File: config.mk
export PLATFORM = sky130hd
export DESIGN_NAME = uart_frame_parser
export DESIGN_NICKNAME = d
export VERILOG_FILES = /design/src/rtl/uart_frame_parser.sv
export SDC_FILE = /design/constraint.sdc
export NUM_CORES = 1
export LEC_CHECK = 0
export CORE_UTILIZATION = 55
export DETAILED_ROUTE_END_ITERATION = 12
export HOLD_SLACK_MARGIN = 0.06
export PLACE_DENSITY_LB_ADDON = 0.25
export SLEW_MARGIN = 20
export SYNTH_ARGS = -nofsm -noshare
export SYNTH_HDL_FRONTEND = slang
export SYNTH_SLANG_ARGS = --single-unit
export TNS_END_PERCENT = 30
File: constraint.sdc
create_clock -name Clk -period 14.4 [get_ports Clk]
set_input_delay 2.16 -clock Clk [delete_from_list [all_inputs] [get_ports Clk]]
set_output_delay 2.16 -clock Clk [all_outputs]
set_load 0.05 [all_outputs]
File: src/rtl/uart_frame_parser.sv
// uart_frame_parser
// Extracts frames of the form AA 55 CMD LEN payload[LEN] [CHK] from a UART
// byte stream, with an inter-byte timeout that abandons partial frames.
// Define UART_FRAME_CHKSUM_EN to require and verify the trailing CHK byte
// (CHK = CMD + LEN + payload, mod 256). Without it, frames end on the last
// payload byte, or on the LEN byte when LEN is 0.
module uart_frame_parser #(
    parameter int unsigned TIMEOUT_CYC = 500000
) (
    input  logic        Clk,
    input  logic        Rst,
    input  logic [7:0]  Uart_rx_byte,
    input  logic        Uart_rx_done,
    output logic [7:0]  Frame_cmd,
    output logic [3:0]  Frame_len,
    output logic [63:0] Frame_data,
    output logic        Frame_valid,
    output logic        Frame_err,
    output logic [1:0]  Err_code
);

    localparam int unsigned TW = (TIMEOUT_CYC > 1) ? $clog2(TIMEOUT_CYC) : 1;
    localparam logic [TW-1:0] T_LAST = TW'(TIMEOUT_CYC - 1);

    typedef enum logic [2:0] {
        IDLE,
        HDR2,
        CMD,
        LEN,
        DATA
`ifdef UART_FRAME_CHKSUM_EN
        , CHK
`endif
    } state_t;

    state_t        state;
    logic [2:0]    cnt;
    logic [TW-1:0] timer;
    logic [7:0]    buf_cmd;
    logic [3:0]    buf_len;
    logic [63:0]   buf_data;
    logic [63:0]   data_ins;
`ifdef UART_FRAME_CHKSUM_EN
    logic [7:0]    sum;
`endif

    // Payload buffer with the incoming byte merged in at slot cnt.
    always_comb begin
        data_ins = buf_data;
        data_ins[{cnt, 3'b000} +: 8] = Uart_rx_byte;
    end

    // Frame FSM, inter-byte timeout and registered outputs.
    always_ff @(posedge Clk or posedge Rst) begin
        if (Rst) begin
            state       <= IDLE;
            cnt         <= '0;
            timer       <= '0;
            buf_cmd     <= '0;
            buf_len     <= '0;
            buf_data    <= '0;
`ifdef UART_FRAME_CHKSUM_EN
            sum         <= '0;
`endif
            Frame_cmd   <= '0;
            Frame_len   <= '0;
            Frame_data  <= '0;
            Frame_valid <= 1'b0;
            Frame_err   <= 1'b0;
            Err_code    <= '0;
        end else begin
            Frame_valid <= 1'b0;
            Frame_err   <= 1'b0;
            if (Uart_rx_done) begin
                // A byte always wins over a coincident timeout expiry.
                timer <= '0;
                case (state)
                    IDLE: begin
                        if (Uart_rx_byte == 8'hAA) state <= HDR2;
                    end
                    HDR2: begin
                        if (Uart_rx_byte == 8'h55)      state <= CMD;
                        else if (Uart_rx_byte != 8'hAA) state <= IDLE;
                    end
                    CMD: begin
                        buf_cmd  <= Uart_rx_byte;
                        buf_data <= '0;
                        cnt      <= '0;
`ifdef UART_FRAME_CHKSUM_EN
                        sum      <= Uart_rx_byte;
`endif
                        state    <= LEN;
                    end
                    LEN: begin
                        buf_len <= Uart_rx_byte[3:0];
`ifdef UART_FRAME_CHKSUM_EN
                        sum     <= sum + Uart_rx_byte;
`endif
                        if (Uart_rx_byte > 8'd8) begin
                            Frame_err <= 1'b1;
                            Err_code  <= 2'd1;
                            state     <= IDLE;
                        end else if (Uart_rx_byte == 8'd0) begin
`ifdef UART_FRAME_CHKSUM_EN
                            state       <= CHK;
`else
                            Frame_valid <= 1'b1;
                            Frame_cmd   <= buf_cmd;
                            Frame_len   <= '0;
                            Frame_data  <= '0;
                            state       <= IDLE;
`endif
                        end else begin
                            state <= DATA;
                        end
                    end
                    DATA: begin
                        buf_data <= data_ins;
                        cnt      <= cnt + 3'd1;
`ifdef UART_FRAME_CHKSUM_EN
                        sum      <= sum + Uart_rx_byte;
`endif
                        if ({1'b0, cnt} == buf_len - 4'd1) begin
`ifdef UART_FRAME_CHKSUM_EN
                            state       <= CHK;
`else
                            Frame_valid <= 1'b1;
                            Frame_cmd   <= buf_cmd;
                            Frame_len   <= buf_len;
                            Frame_data  <= data_ins;
                            state       <= IDLE;
`endif
                        end
                    end
`ifdef UART_FRAME_CHKSUM_EN
                    CHK: begin
                        if (Uart_rx_byte == sum) begin
                            Frame_valid <= 1'b1;
                            Frame_cmd   <= buf_cmd;
                            Frame_len   <= buf_len;
                            Frame_data  <= buf_data;
                        end else begin
                            Frame_err <= 1'b1;
                            Err_code  <= 2'd3;
                        end
                        state <= IDLE;
                    end
`endif
                    default: state <= IDLE;
                endcase
            end else if (state != IDLE) begin
                if (timer == T_LAST) begin
                    timer     <= '0;
                    Frame_err <= 1'b1;
                    Err_code  <= 2'd2;
                    state     <= IDLE;
                end else begin
                    timer <= timer + TW'(1);
                end
            end
        end
    end

endmodule
==> run_results.csv, run 1 <==
group,metric,value,unit
setup_path,cp-startpoint,"Uart_rx_done",
detailed_routing,first_pass_iters,5,
sta,max_freq,197,MHz
cells_and_area,nets,840,
clocking,cts-resized-gates,0,
floorplan,core-area,0.0148,mm²
logic_synthesis,synth_top_flop_cell,"dfrtp_1",
floorplan,die_area,0.0159,mm²
clocking,clk_pin_slew,0.07,ns
floorplan,start_util,57.4,%
detailed_routing,vias,6057,
logic_synthesis,synth.net_count,772,
min_path,min_from,"Err_code[0]",
run_status,status,"complete, no violations",
clocking,clockBufferDepth,2,
logic_synthesis,synth_cell_types,49,
setup_path,critPathMaxFanout,47,
clocking,htreeDepth,4,
sta,finalHoldViolations,0,
logic_synthesis,synthSimpleGateAreaFrac,14.4,%
clocking,clock-sinks,181,
clocking,cts_buffers,17,
clocking,cts_tree,"built",
logic_synthesis,netlist_area,0.00846,mm²
clocking,cts_root_buf,"clkbuf_16",
logic_synthesis,synth_compound_area_share,6.31,%
global_route,gr-total-overflow,0,
setup_path,critPathLaunchType,"input pin",
sta,finalMaxSlewViolations,0,
detailed_routing,postRouteAntennaNets,0,
sta,slew_headroom,28.8,%
global_route,antenna_found_initial,0,
placement,dp_slack,8.86,ns
logic_synthesis,ys_seq_area_share,53.5,%
detailed_routing,post_drt_wl_per_cell,18.8,µm
logic_synthesis,synth-xor-area-share,1.76,%
cells_and_area,drive_above_1_share,22.2,%
clocking,post-cts-setup-buffer-count,0,
placement,gp_congestion,0.813,
setup_path,reg2reg_depth,5,
cells_and_area,area_growth_syn_to_layout,19.2,%
setup_path,reg2reg_to,"Frame_data[36]",
pwr,p_leak,0.00448,µW
logic_synthesis,yosys.area.top_type,"dfrtp_1",
logic_synthesis,synth.area.top_cells,"dfrtp_1 (54%), mux2_2 (18%), nand3_1 (4.1%)",
sta,finalSetupViolCount,0,
sta,fin_skew,0.00687,ns
run,maxCapViolCount,0,
global_route,grt_pass1_vias,6297,
setup_path,path_class,"input pin to flip-flop",
min_path,hold_end,"Err_code[0]",
global_route,grt_max_degree,102,
logic_synthesis,ys_warn_count,0,
sta,min_period_over_period,35.3,%
setup_path,r2r_slack,11.33,ns
setup_path,cp.required,14.72,ns
detailed_routing,route.detailed.drc,0,
min_path,hp-class,"flip-flop to flip-flop",
cells_and_area,fillers,1070,
setup_path,crit_path_end_kind,"flip-flop",
clocking,ctsHoldBuffers,0,
setup_path,arrival,5.40,ns
logic_synthesis,syn-instance-count,753,
logic_synthesis,ys_ff_latch,181,
logic_synthesis,async_flop_share,100,%
floorplan,die-width,126,µm
global_route,grt_pass1_wl,31600,µm
detailed_routing,viasPerCell,5.95,
cells_and_area,final_core_util,68.4,%
cells_and_area,diodes,0,
pwr,peakVddDrop,94.0,µV
pwr,power-per-cell-area,130,mW/mm²
sta,min_period,5.08,ns
logic_synthesis,synth_adder_area_share,1.18,%
sta,worst_pin_slew,1.06,ns
min_path,min_path_cells,1,
floorplan,ioPinCount,91,
logic_synthesis,synthMuxAreaShare,20.0,%
floorplan,die-height,126,µm
placement,port_buffers,90,
clocking,clk_latency,0.43,ns
logic_synthesis,synth-edff-count,0,
sta,rsz0062_at_grt,"false",
logic_synthesis,synth_top_family_by_area,"multiplexers",
floorplan,rows,44,
logic_synthesis,yosysTopAreaCellShare,53.5,%
sta,setup_tns,0,ns
sta,setup_slack,9.32,ns
detailed_routing,routed_wl,19100,µm
logic_synthesis,avgSynthCellArea,11.2,µm²
global_route,grt.total_usage,25.3,%
placement,hpwl,12400,µm
detailed_routing,drtIter0Drc,475,
setup_path,reg2reg_from,"state[0]",
==> critical path, stage by stage <==
cell and delay [ns]:
clkdlybuf4s50_1 0.92, nand4b_1 0.50, o32ai_4 0.76, buf_4 0.61
mux2_2 0.41
==> layout by cell type, fill, tap and decap left out, drive strengths merged, types with 3 or more instances in the layout <==
cell	n
mux2i	18
inv	12
nand3b	3
dfrtp	181
clkbuf	20
xnor2	6
nand2	83
ha	8
bufinv	3
a31oi	5
nor2	48
mux2	134
or3	6
nor3b	3
a22o	16
and2	6
buf	7
and3	5
clkinv	4
a21oi	51
xor2	11
nor3	5
clkdlybuf4s50	90
nor4	7
nand4	5
clkinvlp	4
or4	3
nand3	70
==> cell type report <==
class	count	area, µm²	area share, %
inverters	11	46.3	0.459
well taps	184	230	2.28
repair buffers	97	957	9.49
flip-flops and latches	181	4530	44.9
clock inverters	12	153	1.51
clock buffers	20	457	4.53
multi-input cells	513	3710	36.8
==> per-layer routing <==
| layer | wire length [µm] | global-route usage, % | vias to the layer above |
|---|---|---|---|
| met4 | 374 | 8.79 | 0 |
| met2 | 9470 | 41.4 | 165 |
| met3 | 890 | 5.40 | 37 |
| li1 | - | - | 2786 |
| met5 | 0 | 0 | - |
| met1 | 8400 | 33.6 | 3069 |
==> cell usage after synthesis, types with 3 or more instances <==
master / count
a21oi_1: 51
a22o_1: 16
a31oi_1: 5
and2_1: 6
and3_1: 5
buf_1: 4
buf_2: 6
buf_4: 4
clkbuf_1: 34
dfrtp_1: 181
ha_1: 8
inv_1: 11
mux2_2: 134
mux2i_1: 18
nand2_1: 82
nand3_1: 70
nand3b_1: 3
nand4_1: 5
nor2_1: 48
nor3_1: 4
nor4_1: 6
or3_1: 5
xnor2_1: 6
xor2_1: 11
==> registers in the layout (all words and copies together) (netlist names) <==
name         cells
Frame_data      64
buf_data        64
timer           19
Frame_cmd        8
buf_cmd          8
Frame_len        4
buf_len          4
cnt              3
state            3
Err_code         2
Frame_err        1
Frame_valid      1
==> power by group <==
| part | internal, µW | switching, µW | leakage (µW) |
|---|---|---|---|
| registers | 567 | 44.1 | 0.00248 |
| clock network | 282 | 199 | 0.000288 |
| logic | 94.1 | 125 | 0.00171 |
| total | 943 | 368 | 0.00448 |
==> kinds of logic after synthesis <==
| logic type | after synthesis |
|---|---|
| AO/OA/AOI/OAI | 85 |
| XOR/XNOR | 17 |
| adder cells (fa/ha/maj) | 8 |
| buffers and inverters | 59 |
| flip-flops | 181 |
| multiplexers | 152 |
| AND/OR/NAND/NOR | 251 |
==> worst max-delay path by stage <==
stage / endpoint / slack (ns) / cells after the start
floorplan: Err_code[0] / 7.32 / 1
global placement: Frame_data[37] / 9.00 / 5
detailed placement: Frame_data[31] / 8.86 / 5
CTS: Frame_data[38] / 9.32 / 5
global route: Frame_data[32] / 9.08 / 5
finish: Frame_data[36] / 9.32 / 5
==> per-stage QoR <==
stage               area, µm²  power (µW)  std cells  hold WS, ns
floorplan                8460         775        753        0.466
global placement         9470         817        986        0.465
detailed placement       9470         836        986        0.480
CTS                     10100        1310       1018        0.498
global route            10100        1360       1018        0.519
finish                  10100        1310       1018        0.489
Power figures use the tool's default switching activity.
==> run 2, diff against run 1 <==
Settings changed: CORE_UTILIZATION 55 to 51.
Clock period 14.4 ns to 4.65 ns, I/O delays scaled along.
==> run 2 against run 1 <==
  * Via count increased by 0.56%
  * Total power increased to 3.0 times the previous value
  * Register-to-register slack got worse by 9.5 ns
  * Global-route usage decreased by 1.3 points
  * Critical path depth increased by 1
  * Critical path type unchanged
  * Largest cell class unchanged
  * Highest routed layer unchanged
==> run_results.csv, run 2 (same netlist as run 1, synthesis figures left out) <==
group,metric,value,unit
cells_and_area,design_area,0.0102,mm²
min_path,min_path_cells,2,
floorplan,rows,46,
floorplan,core-area,0.0161,mm²
sta,setup_tns,0,ns
cells_and_area,reg.largest.list,"Frame_data (64), buf_data (64), timer (19)",
clocking,clock-sinks,181,
setup_path,cp.required,4.96,ns
pwr,power-per-cell-area,390,mW/mm²
detailed_routing,first_pass_iters,5,
global_route,gr-total-overflow,0,
clocking,cts_tree,"built",
pwr,power.switching,1090,µW
sta,finalSetupViolCount,0,
min_path,hp-class,"flip-flop to flip-flop",
clocking,post-cts-setup-buffer-count,0,
detailed_routing,vias,6091,
pwr,switching_share,27.6,%
sta,max_freq,328,MHz
placement,port_buffers,90,
run,maxCapViolCount,0,
sta,finalMaxSlewViolations,0,
clocking,clockBufferDepth,2,
floorplan,die-width,131,µm
cells_and_area,seq_area,0.00453,mm²
floorplan,die-height,131,µm
cells_and_area,diodes,0,
global_route,grt.total_usage,24.1,%
pwr,seqPwrFrac,47.5,%
placement,hpwl,12300,µm
clocking,cts_root_buf,"clkbuf_16",
placement,placed_cells,1029,
setup_path,arrival,3.35,ns
pwr,p_leak,0.00452,µW
clocking,clk_latency,0.43,ns
floorplan,start_util,52.7,%
sta,worst_pin_slew,1.10,ns
setup_path,crit_path_end_kind,"flip-flop",
clocking,ctsHoldBuffers,0,
sta,finalHoldViolations,0,
cells_and_area,final_cell_mix,"dfrtp_1 (181), mux2_2 (134), clkdlybuf4s50_1 (90)",
global_route,grt_pass1_wl,31500,µm
detailed_routing,post_drt_wl_per_cell,17.9,µm
setup_path,path_class,"input pin to flip-flop",
floorplan,ioPinCount,91,
placement,dpl_cell_area,0.00960,mm²
setup_path,critPathLaunchType,"input pin",
sta,slew_headroom,26.3,%
sta,rsz0062_at_grt,"false",
cells_and_area,final_common_cell,"dfrtp_1",
clocking,cts-resized-gates,0,
pwr,peakVddDrop,321,µV
detailed_routing,viasPerCell,5.75,
placement,gp_congestion,0.787,
cells_and_area,nets,851,
cells_and_area,multi_input_area,0.00371,mm²
pwr,internal_power,2880,µW
run_status,status,"complete, no violations",
sta,min_period,3.05,ns
clocking,htreeDepth,4,
cells_and_area,final_cells,1059,
pwr,clkPwrFrac,35.3,%
detailed_routing,route.detailed.drc,0,
detailed_routing,drtIter0Drc,439,
cells_and_area,fillers,1230,
setup_path,reg2reg_depth,6,
clocking,cts_buffers,17,
cells_and_area,drive_above_1_share,23.0,%
sta,fin_skew,0.00677,ns
global_route,grt_pass1_vias,6194,
detailed_routing,postRouteAntennaNets,0,
global_route,antenna_found_initial,0,
global_route,grt_max_degree,128,
sta,min_period_over_period,65.5,%
setup_path,critPathMaxFanout,59,
clocking,clk_pin_slew,0.06,ns
detailed_routing,routed_wl,19000,µm
floorplan,die_area,0.0171,mm²
pwr,p_comb_share,17.1,%
cells_and_area,area_growth_syn_to_layout,20.3,%
[run 2: routing by layer]
layer | routed length [µm] | global-route usage, %
met1 | 8550 | 32.3
met2 | 9230 | 38.8
met3 | 831 | 4.48
met4 | 388 | 9.47
met5 | 0 | 0
[run 2: worst paths after layout]
check / startpoint / to / slack, ns
worst max-delay path: Uart_rx_byte[0] / Frame_data[14] / 1.60
worst min-delay path: Err_code[1] / Err_code[1] / 0.49
worst max register to register: cnt[0] / buf_data[6] / 1.82
worst min register to register: Err_code[1] / Err_code[1] / 0.49
max in group asynchronous: Rst / Frame_data[8] / 3.30
min in group asynchronous: Rst / Frame_data[34] / 0.78
[run 2: area by class of cell]
type                    count  share of cell area, %
multi-input cells         513                   36.4
flip-flops and latches    181                   44.5
well taps                 216                   2.66
clock buffers              21                   4.62
clock inverters             9                   1.02
inverters                  11                  0.443
repair buffers            108                   10.3
[run 2: worst max-delay path: stages]
cell and delay [ns]:
clkdlybuf4s50_1 0.42, buf_4 0.21, or4_1 0.65, o32ai_4 0.26, buf_4 0.63, mux2_2 0.42
[run 2: per-stage QoR]
step	power [µW]	utilization, %	setup slack (ns)	hold WS (ns)
floorplan	2400	-	1.63	0.466
global placement	2540	59.8	1.27	0.463
detailed placement	2580	59.8	1.19	0.481
CTS	4000	63.4	1.62	0.495
global route	4160	63.4	1.51	0.516
finish	3970	63.4	1.60	0.489
[run 2: power groups by stage]
stage	clock [µW]	combinational (µW)	sequential, µW
2_1_floorplan	0	516	1890
3_3_place_gp	0	642	1900
3_5_place_dp	0	671	1910
4_1_cts	1440	680	1890
5_1_grt	1490	754	1910
6_report	1400	681	1890
